<file path="config.mk">
export PLATFORM = sky130hd
export DESIGN_NAME = instr_encoder_loader
export DESIGN_NICKNAME = d
export VERILOG_FILES = /design/src/rtl/instr_encoder_loader.sv
export SDC_FILE = /design/constraint.sdc
export NUM_CORES = 1
export LEC_CHECK = 0
export ABC_AREA = 1
export CORE_AREA = 2 2 73 75
export DETAILED_ROUTE_END_ITERATION = 8
export DIE_AREA = 0 0 75 77
export HOLD_SLACK_MARGIN = 0.05
export PLACE_DENSITY = 0.77
export SYNTH_ARGS = -nofsm -noshare
export SYNTH_HDL_FRONTEND = slang
export SYNTH_SLANG_ARGS = --single-unit
</file>
<file path="constraint.sdc">
create_clock -name clk -period 2.7 [get_ports clk]
set_input_delay 0.81 -clock clk [delete_from_list [all_inputs] [get_ports clk]]
set_output_delay 0.81 -clock clk [all_outputs]
set_load 0.02 [all_outputs]
</file>
<file path="src/rtl/instr_encoder_loader.sv">
// Grah-8 instruction encoder/loader.
// Packs decoded instruction fields into 8-bit Grah-8 bytes and streams them
// into program RAM through a registered write port, one byte per accepted
// instruction, starting from a base address captured at session start.
module instr_encoder_loader #(
  parameter int    UUID   = 0,
  parameter string NAME   = "",
  parameter int    ADDR_W = 8
) (
  input  logic              clk,
  input  logic              rst,
  input  logic              start,
  input  logic [ADDR_W-1:0] base_addr,
  input  logic              in_valid,
  output logic              in_ready,
  input  logic [1:0]        in_class,
  input  logic [5:0]        in_imm,
  input  logic [2:0]        in_src,
  input  logic [2:0]        in_dst,
  input  logic [2:0]        in_op,
  input  logic              in_last,
  output logic              mem_we,
  output logic [ADDR_W-1:0] mem_addr,
  output logic [7:0]        mem_data,
  output logic              busy,
  output logic              done,
  output logic              overflow,
  output logic [ADDR_W:0]   count
);

  // Identification parameters carry no logic; kept for instance bookkeeping.
  localparam int    UNUSED_UUID = UUID;
  localparam string UNUSED_NAME = NAME;

  localparam logic [ADDR_W-1:0] ADDR_MAX = '1;

  typedef enum logic [1:0] {
    IDLE   = 2'd0,
    LOAD   = 2'd1,
    FINISH = 2'd2
  } state_e;

  state_e              state_q;
  logic [ADDR_W-1:0]   addr_q;
  logic                mem_we_q;
  logic [ADDR_W-1:0]   mem_addr_q;
  logic [7:0]          mem_data_q;
  logic                overflow_q;
  logic [ADDR_W:0]     count_q;
  logic [7:0]          enc_d;
  logic                accept;

  assign accept = in_valid && (state_q == LOAD);

  // Pack the fields of the current instruction; class selects the layout.
  always_comb begin
    enc_d = {in_class, 6'b000000};
    case (in_class)
      2'b00:   enc_d[5:0] = in_imm;
      2'b01:   enc_d[5:0] = {in_src, in_dst};
      default: enc_d[2:0] = in_op;
    endcase
  end

  // Session FSM plus the registered memory write port.
  always_ff @(posedge clk or negedge rst) begin
    if (!rst) begin
      state_q    <= IDLE;
      addr_q     <= '0;
      mem_we_q   <= 1'b0;
      mem_addr_q <= '0;
      mem_data_q <= '0;
      overflow_q <= 1'b0;
      count_q    <= '0;
    end else begin
      mem_we_q <= 1'b0;
      case (state_q)
        IDLE: begin
          if (start) begin
            state_q    <= LOAD;
            addr_q     <= base_addr;
            count_q    <= '0;
            overflow_q <= 1'b0;
          end
        end
        LOAD: begin
          if (accept) begin
            mem_we_q   <= 1'b1;
            mem_addr_q <= addr_q;
            mem_data_q <= enc_d;
            count_q    <= count_q + 1'b1;
            // Top of memory is a hard stop: the address never wraps.
            if (addr_q != ADDR_MAX) addr_q <= addr_q + 1'b1;
            if (in_last) begin
              state_q <= FINISH;
            end else if (addr_q == ADDR_MAX) begin
              overflow_q <= 1'b1;
              state_q    <= FINISH;
            end
          end
        end
        FINISH:  state_q <= IDLE;
        default: state_q <= IDLE;
      endcase
    end
  end

  // Status outputs are pure decodes of the state register.
  assign in_ready = (state_q == LOAD);
  assign busy     = (state_q != IDLE);
  assign done     = (state_q == FINISH);
  assign mem_we   = mem_we_q;
  assign mem_addr = mem_addr_q;
  assign mem_data = mem_data_q;
  assign overflow = overflow_q;
  assign count    = count_q;

endmodule

</file>
==> run_results.csv, run 1 <==
group,metric,value,unit
floorplanning,ios,60,
cells_and_area,syn_to_final_growth,36.8,%
yosys,synth_flop_cell,"dfrtp_1",
timing,max_freq,0.394,GHz
detailed_routing,drtPass1Iterations,4,
setup_path,cp-startpoint,"state_q[0]",
setup_path,worst-setup-path-type,"flip-flop to output pin",
yosys,synth_async_sr_flop_share,100,%
clocking,clk_pin_slew,80,ps
clocking,numCtsBuffers,5,
floorplanning,die_w,75,um
yosys,synth_warnings,0,
timing,setup_tns,0,ps
yosys,yosys-top-cells-area,"dfrtp_1 (48%), nand2_1 (13%), nand3_1 (7.7%)",
clocking,cts_hold_buf,0,
cells_and_area,n_antenna_cell,0,
timing,finalCritPeriodShare,93.9,%
timing,rsz0062_at_grt,"no",
yosys,ys_seq_area_share,47.6,%
power,total_power,0.00267,W
yosys,synth-edff-count,0,
status,status,"finished clean",
setup_path,crit_family,"buffers and inverters",
clocking,clock_path_buffers,2,
setup_path,crit_buf_inv,2,
grt,grt_pass1_wl,7.36,mm
clocking,cts.sink_count,37,
floorplanning,die_y,77,um
power,power_leakage,1.21,nW
setup_path,crit_chain,"inv_2 > nor2_8 > clkdlybuf4s50_1",
hold_path,hold_class,"flip-flop to flip-flop",
timing,fin_skew,8.20,ps
yosys,syn_area_per_cell,7.98,sq um
grt,overflow,0,
cells_and_area,fin_nets,336,
setup_path,path_max_fanout,16,
clocking,post_cts_buffers,0,
floorplanning,rows,26,
clocking,cts_max_level,2,
yosys,synth_common_cells,"nand2_1 (69), dfrtp_1 (37), nand3_1 (30), inv_1 (23), o21ai_0 (23)",
yosys,syn_nets,276,
yosys,yosysMostFrequentCell,"nand2_1",
placed_design,io_buffers,59,
detailed_routing,wire_per_inst,11.5,um
timing,slew_viol_final,0,
setup_path,r2r_start,"state_q[0]",
yosys,syn_area,1950,sq um
detailed_routing,via_count,1779,
timing,min_period,2540,ps
placed_design,place_ws,456,ps
grt,antenna_found_initial,0,
clocking,post_cts_resized,0,
setup_path,crit_path_start_kind,"flip-flop",
placed_design,gp_congestion,0.815,
timing,slew_headroom,47.1,%
run,max_cap_viol_count,0,
yosys,ys_seq_elements,37,
timing,tightest_slew,793,ps
power,powerDensity,1000,nW/um^2
clocking,root_buffer,"clkbuf_8",
hold_path,min_from,"overflow",
floorplanning,start_util,39.1,%
timing,setup_ws,165,ps
power,ir_drop,0.535,mV
floorplanning,coreArea,4980,sq um
setup_path,slowest_stage,"clkdlybuf4s50_1",
detailed_routing,antenna_left,0,
clocking,cts_tree,"yes",
setup_path,cp.arrival,1730,ps
yosys,synthDistinctLibCells,28,
setup_path,end_kind,"output pin",
timing,finalSetupViolations,0,
floorplanning,die_area,5780,sq um
cells_and_area,drive_above_1_share,7.54,%
setup_path,critPathRequiredTime,1890,ps
detailed_routing,wl,4.31,mm
detailed_routing,drcViolationCount,0,
yosys,synth_area_leader_cell,"dfrtp_1",
timing,final_hold_viol_count,0,
cells_and_area,post-route-util,53.5,%
grt,grt_max_degree,38,
grt,grt_usage,16.4,%
yosys,syn_inst,244,
clocking,insertion_delay,290,ps
detailed_routing,initialDrtViolationCount,127,
yosys,synth_top_area_share,47.6,%
setup_path,max_stage_delay,660,ps
detailed_routing,vias_per_cell,4.74,
grt,first_global_vias,1661,
placed_design,dp_hpwl,3.14,mm
[layout make-up]
type / instances / area (sq um)
multi-input combinational: 175 / 881
timing repair buffer: 59 / 586
inverter: 26 / 100
sequential: 37 / 926
clock buffer: 6 / 72.6
tap: 70 / 87.6
clock inverter: 2 / 10.0
fill: 469 / 2310
[flip-flops by register name, summed over array words and instances, names as in the netlist]
name / count
addr_q: 8
state_q: 2
mem_data: 8
mem_we: 1
overflow: 1
mem_addr: 8
count: 9
[per-stage QoR]
stage                     hold slack (ps)  std cells  area [sq um]
after floorplan                       470        244          1950
after global placement                466        367          2580
after detailed placement              470        367          2580
after CTS                             489        375          2660
after global routing                  524        375          2660
final                                 483        375          2660
[layer usage]
layer,wire length [um],global-route usage (%),vias to the layer above
met5,0,0,-
met4,56,4.82,0
met3,221,4.73,7
met2,1940,24.1,49
met1,2090,23.2,801
li1,-,-,922
[path summary, 6_finish.rpt]
path                          endpoint  slack [ps]  cells past startpoint
setup reg to reg              count[1]        1090                      6
min in group asynchronous  mem_data[4]         590                      1
hold / removal                overflow         480                      2
hold reg to reg               overflow         480                      2
max in group asynchronous  mem_addr[4]        1600                      1
setup / recovery              in_ready         160                      3
[layout by cell type, fill, tap and decap left out, drive strengths merged]
master / instances
clkdlybuf4s50: 58
a22o: 1
buf: 1
or2: 2
nand2: 73
inv: 26
o31ai: 1
ha: 2
o21a: 6
o211ai: 1
nor2: 18
dfrtp: 37
nand3b: 1
o21ai: 24
nor3: 2
clkbuf: 6
nand4: 8
a21oi: 4
nand3: 32
clkinv: 2
[tightest hold or removal path: stages, from the launching register on]
cell and delay, ps:
dfrtp_1 350, nand2_1 60, o21ai_2 40
[logic make-up after synthesis]
logic type	after synthesis	share of synthesized area, %
flops	37	47.6
compound gates	37	10.9
fa+ha+maj	2	1.29
buf+inv	32	7.20
simple gates	136	33.0
[power breakdown]
group,total (W),switching (W),leakage (nW),internal (W)
Clock,0.000379,0.000200,0.0450,0.000179
Combinational,0.00135,0.000784,0.696,0.000570
Sequential,0.000938,0.000167,0.468,0.000770
No activity file was read; power rests on OpenSTA's default activity.
==> run 2, diff against run 1 <==
--- a/config.mk
+++ b/config.mk
@@ -9,8 +9,9 @@
 export CORE_AREA = 2 2 73 75
 export DETAILED_ROUTE_END_ITERATION = 8
 export DIE_AREA = 0 0 75 77
+export GPL_TIMING_DRIVEN = 0
 export HOLD_SLACK_MARGIN = 0.05
-export PLACE_DENSITY = 0.77
+export PLACE_DENSITY = 0.8
 export SYNTH_ARGS = -nofsm -noshare
 export SYNTH_HDL_FRONTEND = slang
 export SYNTH_SLANG_ARGS = --single-unit
==> constraint.sdc (replaced) <==
create_clock -name clk -period 2.1 [get_ports clk]
set_input_delay 0.63 -clock clk [delete_from_list [all_inputs] [get_ports clk]]
set_output_delay 0.63 -clock clk [all_outputs]
set_load 0.02 [all_outputs]
==> run 2 against run 1 <==
Critical path depth is 1 higher; global-route usage is 1.6 points higher; die area stayed put; largest power group unchanged; critical endpoint unchanged.
==> run_results.csv, run 2 (synthesis results as in run 1) <==
group,metric,value,unit
grt,grt_max_degree,38,
timing,setup_ws,75.8,ps
grt,grt.busiest_layer,"met2",
timing,fin_skew,8.82,ps
power,seqPwrFrac,33.7,%
grt,grt_pass1_wl,8.02,mm
clocking,cts_hold_buf,0,
power,intPower,0.00207,W
power,netSwitchingPower,0.00153,W
power,ir_drop,0.717,mV
placed_design,gp_congestion,0.814,
power,total_power,0.00360,W
floorplanning,die_area,5780,sq um
power,power_leakage,1.24,nW
timing,finalSetupViolations,0,
detailed_routing,antenna_left,0,
detailed_routing,drtPass1Iterations,4,
cells_and_area,final_cell_area,2730,sq um
setup_path,crit_path_start_kind,"flip-flop",
hold_path,hold_class,"input pin to async pin",
setup_path,crit_chain,"inv_2 > nor2_8 > buf_6 > clkdlybuf4s15_2",
cells_and_area,layout_common_cells,"nand2_1 (69), clkdlybuf4s50_1 (55), dfrtp_1 (35)",
status,status,"finished clean",
clocking,cts_tree,"yes",
grt,first_global_vias,1760,
grt,use_met2,26.7,%
cells_and_area,num-fill-cells,463,
clocking,clk_pin_slew,80,ps
floorplanning,rows,26,
timing,setup_tns,0,ps
setup_path,crit_buf_inv,3,
grt,grt_usage,18.0,%
setup_path,r2r_end,"addr_q[3]",
grt,overflow,0,
clocking,cts_max_level,2,
setup_path,r2r_start,"addr_q[0]",
detailed_routing,drcViolationCount,0,
grt,grtUsageMet1,24.2,%
setup_path,reg2reg_depth,8,
power,p_comb_share,50.6,%
setup_path,crit_family,"buffers and inverters",
run,max_cap_viol_count,0,
cells_and_area,n_antenna_cell,0,
placed_design,placed_cell_area,2620,sq um
timing,max_freq,0.494,GHz
floorplanning,start_util,39.1,%
cells_and_area,fin_nets,342,
floorplanning,coreArea,4980,sq um
setup_path,slowest_stage,"dfrtp_2",
placed_design,io_buffers,59,
clocking,clock_path_buffers,2,
timing,finalCritPeriodShare,96.4,%
placed_design,dp_hpwl,3.43,mm
setup_path,worstSetupPathDepth,4,
timing,min_period,2020,ps
timing,final_hold_viol_count,0,
clocking,cts.sink_count,37,
detailed_routing,wire_per_inst,12.7,um
cells_and_area,largest_reg_flops,9,
floorplanning,die_y,77,um
cells_and_area,drive_above_1_share,9.97,%
grt,antenna_found_initial,0,
timing,slew_headroom,44.8,%
detailed_routing,wl,4.83,mm
cells_and_area,instances_no_fill,381,
detailed_routing,initialDrtViolationCount,121,
timing,rsz0062_at_grt,"no",
detailed_routing,vias_per_cell,4.99,
timing,tightest_slew,827,ps
clocking,root_buffer,"clkbuf_8",
setup_path,regToRegSetupSlack,600,ps
cells_and_area,syn_to_final_growth,40.2,%
detailed_routing,via_count,1902,
clocking,insertion_delay,290,ps
power,p_sw_share,42.5,%
placed_design,placed_cells,373,
setup_path,worst-setup-path-type,"flip-flop to output pin",
power,powerDensity,1320,nW/um^2
setup_path,max_stage_delay,420,ps
power,power_frac_clock,15.6,%
setup_path,critPathRequiredTime,1470,ps
setup_path,path_max_fanout,10,
timing,slew_viol_final,0,
grt,met3_usage,4.47,%
setup_path,end_kind,"output pin",
cells_and_area,mostFrequentLayoutCell,"nand2_1",
floorplanning,die_w,75,um
clocking,numCtsBuffers,5,
placed_design,place_ws,-98.3,ps
setup_path,cp.arrival,1390,ps
floorplanning,ios,60,
## run 2: cell type report
type,instances,area [sq um],area share (%)
clock inverters,1,5.00,0.183
multi-input cells,175,881,32.3
plain buffers,6,46.3,1.70
well taps,70,87.6,3.21
repair buffers,59,584,21.4
inverters,26,100,3.67
flip-flops and latches,37,928,34.0
clock buffers,7,96.3,3.53
## run 2: power by group through the flow
| stage | sequential (W) | clock (W) | combinational (W) |
|---|---|---|---|
| floorplan | 0.00141 | 0 | 0.000900 |
| global placement | 0.00121 | 0 | 0.00179 |
| detailed placement | 0.00122 | 0 | 0.00182 |
| CTS | 0.00121 | 0.000570 | 0.00182 |
| global route | 0.00125 | 0.000590 | 0.00200 |
| finish | 0.00121 | 0.000562 | 0.00182 |
## run 2: worst max-delay path by stage
stage	startpoint	endpoint	slack (ps)
after global routing	state_q[0]	in_ready	30
after floorplan	state_q[0]	in_ready	620
after CTS	state_q[0]	in_ready	30
after global placement	rst	overflow	-490
final	state_q[0]	in_ready	80
after detailed placement	state_q[0]	in_ready	-100
## run 2: worst register-to-register path: stages, from the launching register on
cell and delay (ps):
dfrtp_1 400, ha_1 200, nand2_1 100, nor2_2 200, nand3_1 140, nand2_4 130, inv_4 70, nand2_1 70
o21ai_0 70
## run 2: what timing repair did
action / 4_1_cts / 5_1_grt
endpoints found under the setup margin: 3 / 1
resized for setup: 8 / 1
hold endpoints to repair: 0 / 0
setup buffers: 0 / 0
gates cloned: 0 / 0
pin swaps: 0 / 0
## run 2: layer usage
layer,routed length (um),up-vias
li1,-,936
met2,2200,76
met3,370,9
met4,111,0
met1,2140,881
met5,0,-
## run 2: stage by stage
stage / hold WS, ps / utilization [%]
6_report: 425 / 54.8
2_1_floorplan: 334 / -
4_1_cts: 457 / 54.8
3_3_place_gp: 468 / 52.7
5_1_grt: 499 / 54.8
3_5_place_dp: 474 / 52.6
==> variant (settings of run 2) <==
`ADDR_W`: 8 -> 7.
--- a/src/rtl/instr_encoder_loader.sv
+++ b/src/rtl/instr_encoder_loader.sv
@@ -7,3 +7,3 @@
   parameter string NAME   = "",
-  parameter int    ADDR_W = 8
+  parameter int    ADDR_W = 7
 ) (
Ports: changed (resized base_addr, count and mem_addr); port bits go from 60 to 57. The function was not compared with the original's and may differ.
==> variant against run 2 <==
- non-clock buffer count down 4
- cell area down 9.7%
- first-iteration DRC count down 22%
- fmax up 1.2%
- critical path type unchanged
- synthesized area down 12%
- clock skew down 0.0039 ns
- setup slack better by 0.024 ns
- count of clock-buffer cells in the layout up 1
- die area unchanged
- power down 11%
- sequential power down 7%
- sequential cell count down 3
- wire length down 15%
==> variant: results (changes against run 2) <==
outcome:
  outcome: "finished, final reports clean"
timing:
  hold_ws_ns: 0.399  # -0.0263 ns
  setup_slack_ns: 0.100  # +0.0243 ns
  tightest_slew_ns: 0.743  # -0.0844 ns
synthesis:
  synth.distinct_cells: 22  # -21%
  ys_seq_area_frac: 0.498  # +0.0226
  synth-compound-area-share: 0.103  # -0.00596
  avgSynthCellArea_um2: 7.73  # -3.1%
  synth_fa_ha_area_frac: 0.0147  # +0.00180
  synthTopCellsByArea: "dfrtp_1 50%, nand2_1 17%, o21ai_0 5.0%, nand3_1 4.4%, inv_1 4.2%"
power_and_ir_drop:
  p_seq_mw: 1.12  # -7%
  sw_frac_of_total: 0.406  # -0.0187
  p_clk_uw: 570  # +1%
  p_leak_nw: 1.16  # -6.6%
global_routing:
  grt_util_met1: 0.174  # -0.0685
  grt_usage: 0.156  # -0.0237
  grt_max_degree: 35  # -7.9%
  use_met3: 0.0460  # +0.00131
  use_met2: 0.270  # +0.00351
routing:
  met3_length_um: 210  # -43%
  drt-met1-wl_mm: 1.73  # -19%
  drtIter0Drc: 94  # -22%
  drt-vias-per-instance: 4.57  # -8.5%
  routed_wirelength_mm: 4.08  # -15%
cells_and_area:
  drive_gt1_frac: 0.0842  # -0.0155
  fin_nets: 315  # -7.9%
place:
  finalWeightedCongestion: 0.800  # -1.7%
-- variant: cell count changes in the layout (fill, tap and decap cells not counted), sizes merged, moves of 3 or more --
cell and change:
clkdlybuf4s50 -3, inv -4, o21a -3, o21ai -7, dfrtp -3, a21oi +3
nand3 -16, nand2 +9, a2bb2oi +3
-- variant: area by class of cell --
class | count | area, um^2
Sequential cell | 34 | 852
Clock buffer | 8 | 110
Buffer | 5 | 35.0
Fill cell | 469 | 2510
Inverter | 22 | 82.6
Tap cell | 70 | 87.6
Timing Repair Buffer | 56 | 554
Multi-Input combinational cell | 160 | 742
-- variant: what timing repair did --
action	CTS	global route
resized for setup	6	1
buffers inserted	0	0
endpoints found under the setup margin	3	1
-- variant: cells by family after synthesis --
kind of cell	after synthesis
compound gates	31
buf+inv	27
flops	34
fa+ha+maj	2
simple gates	127
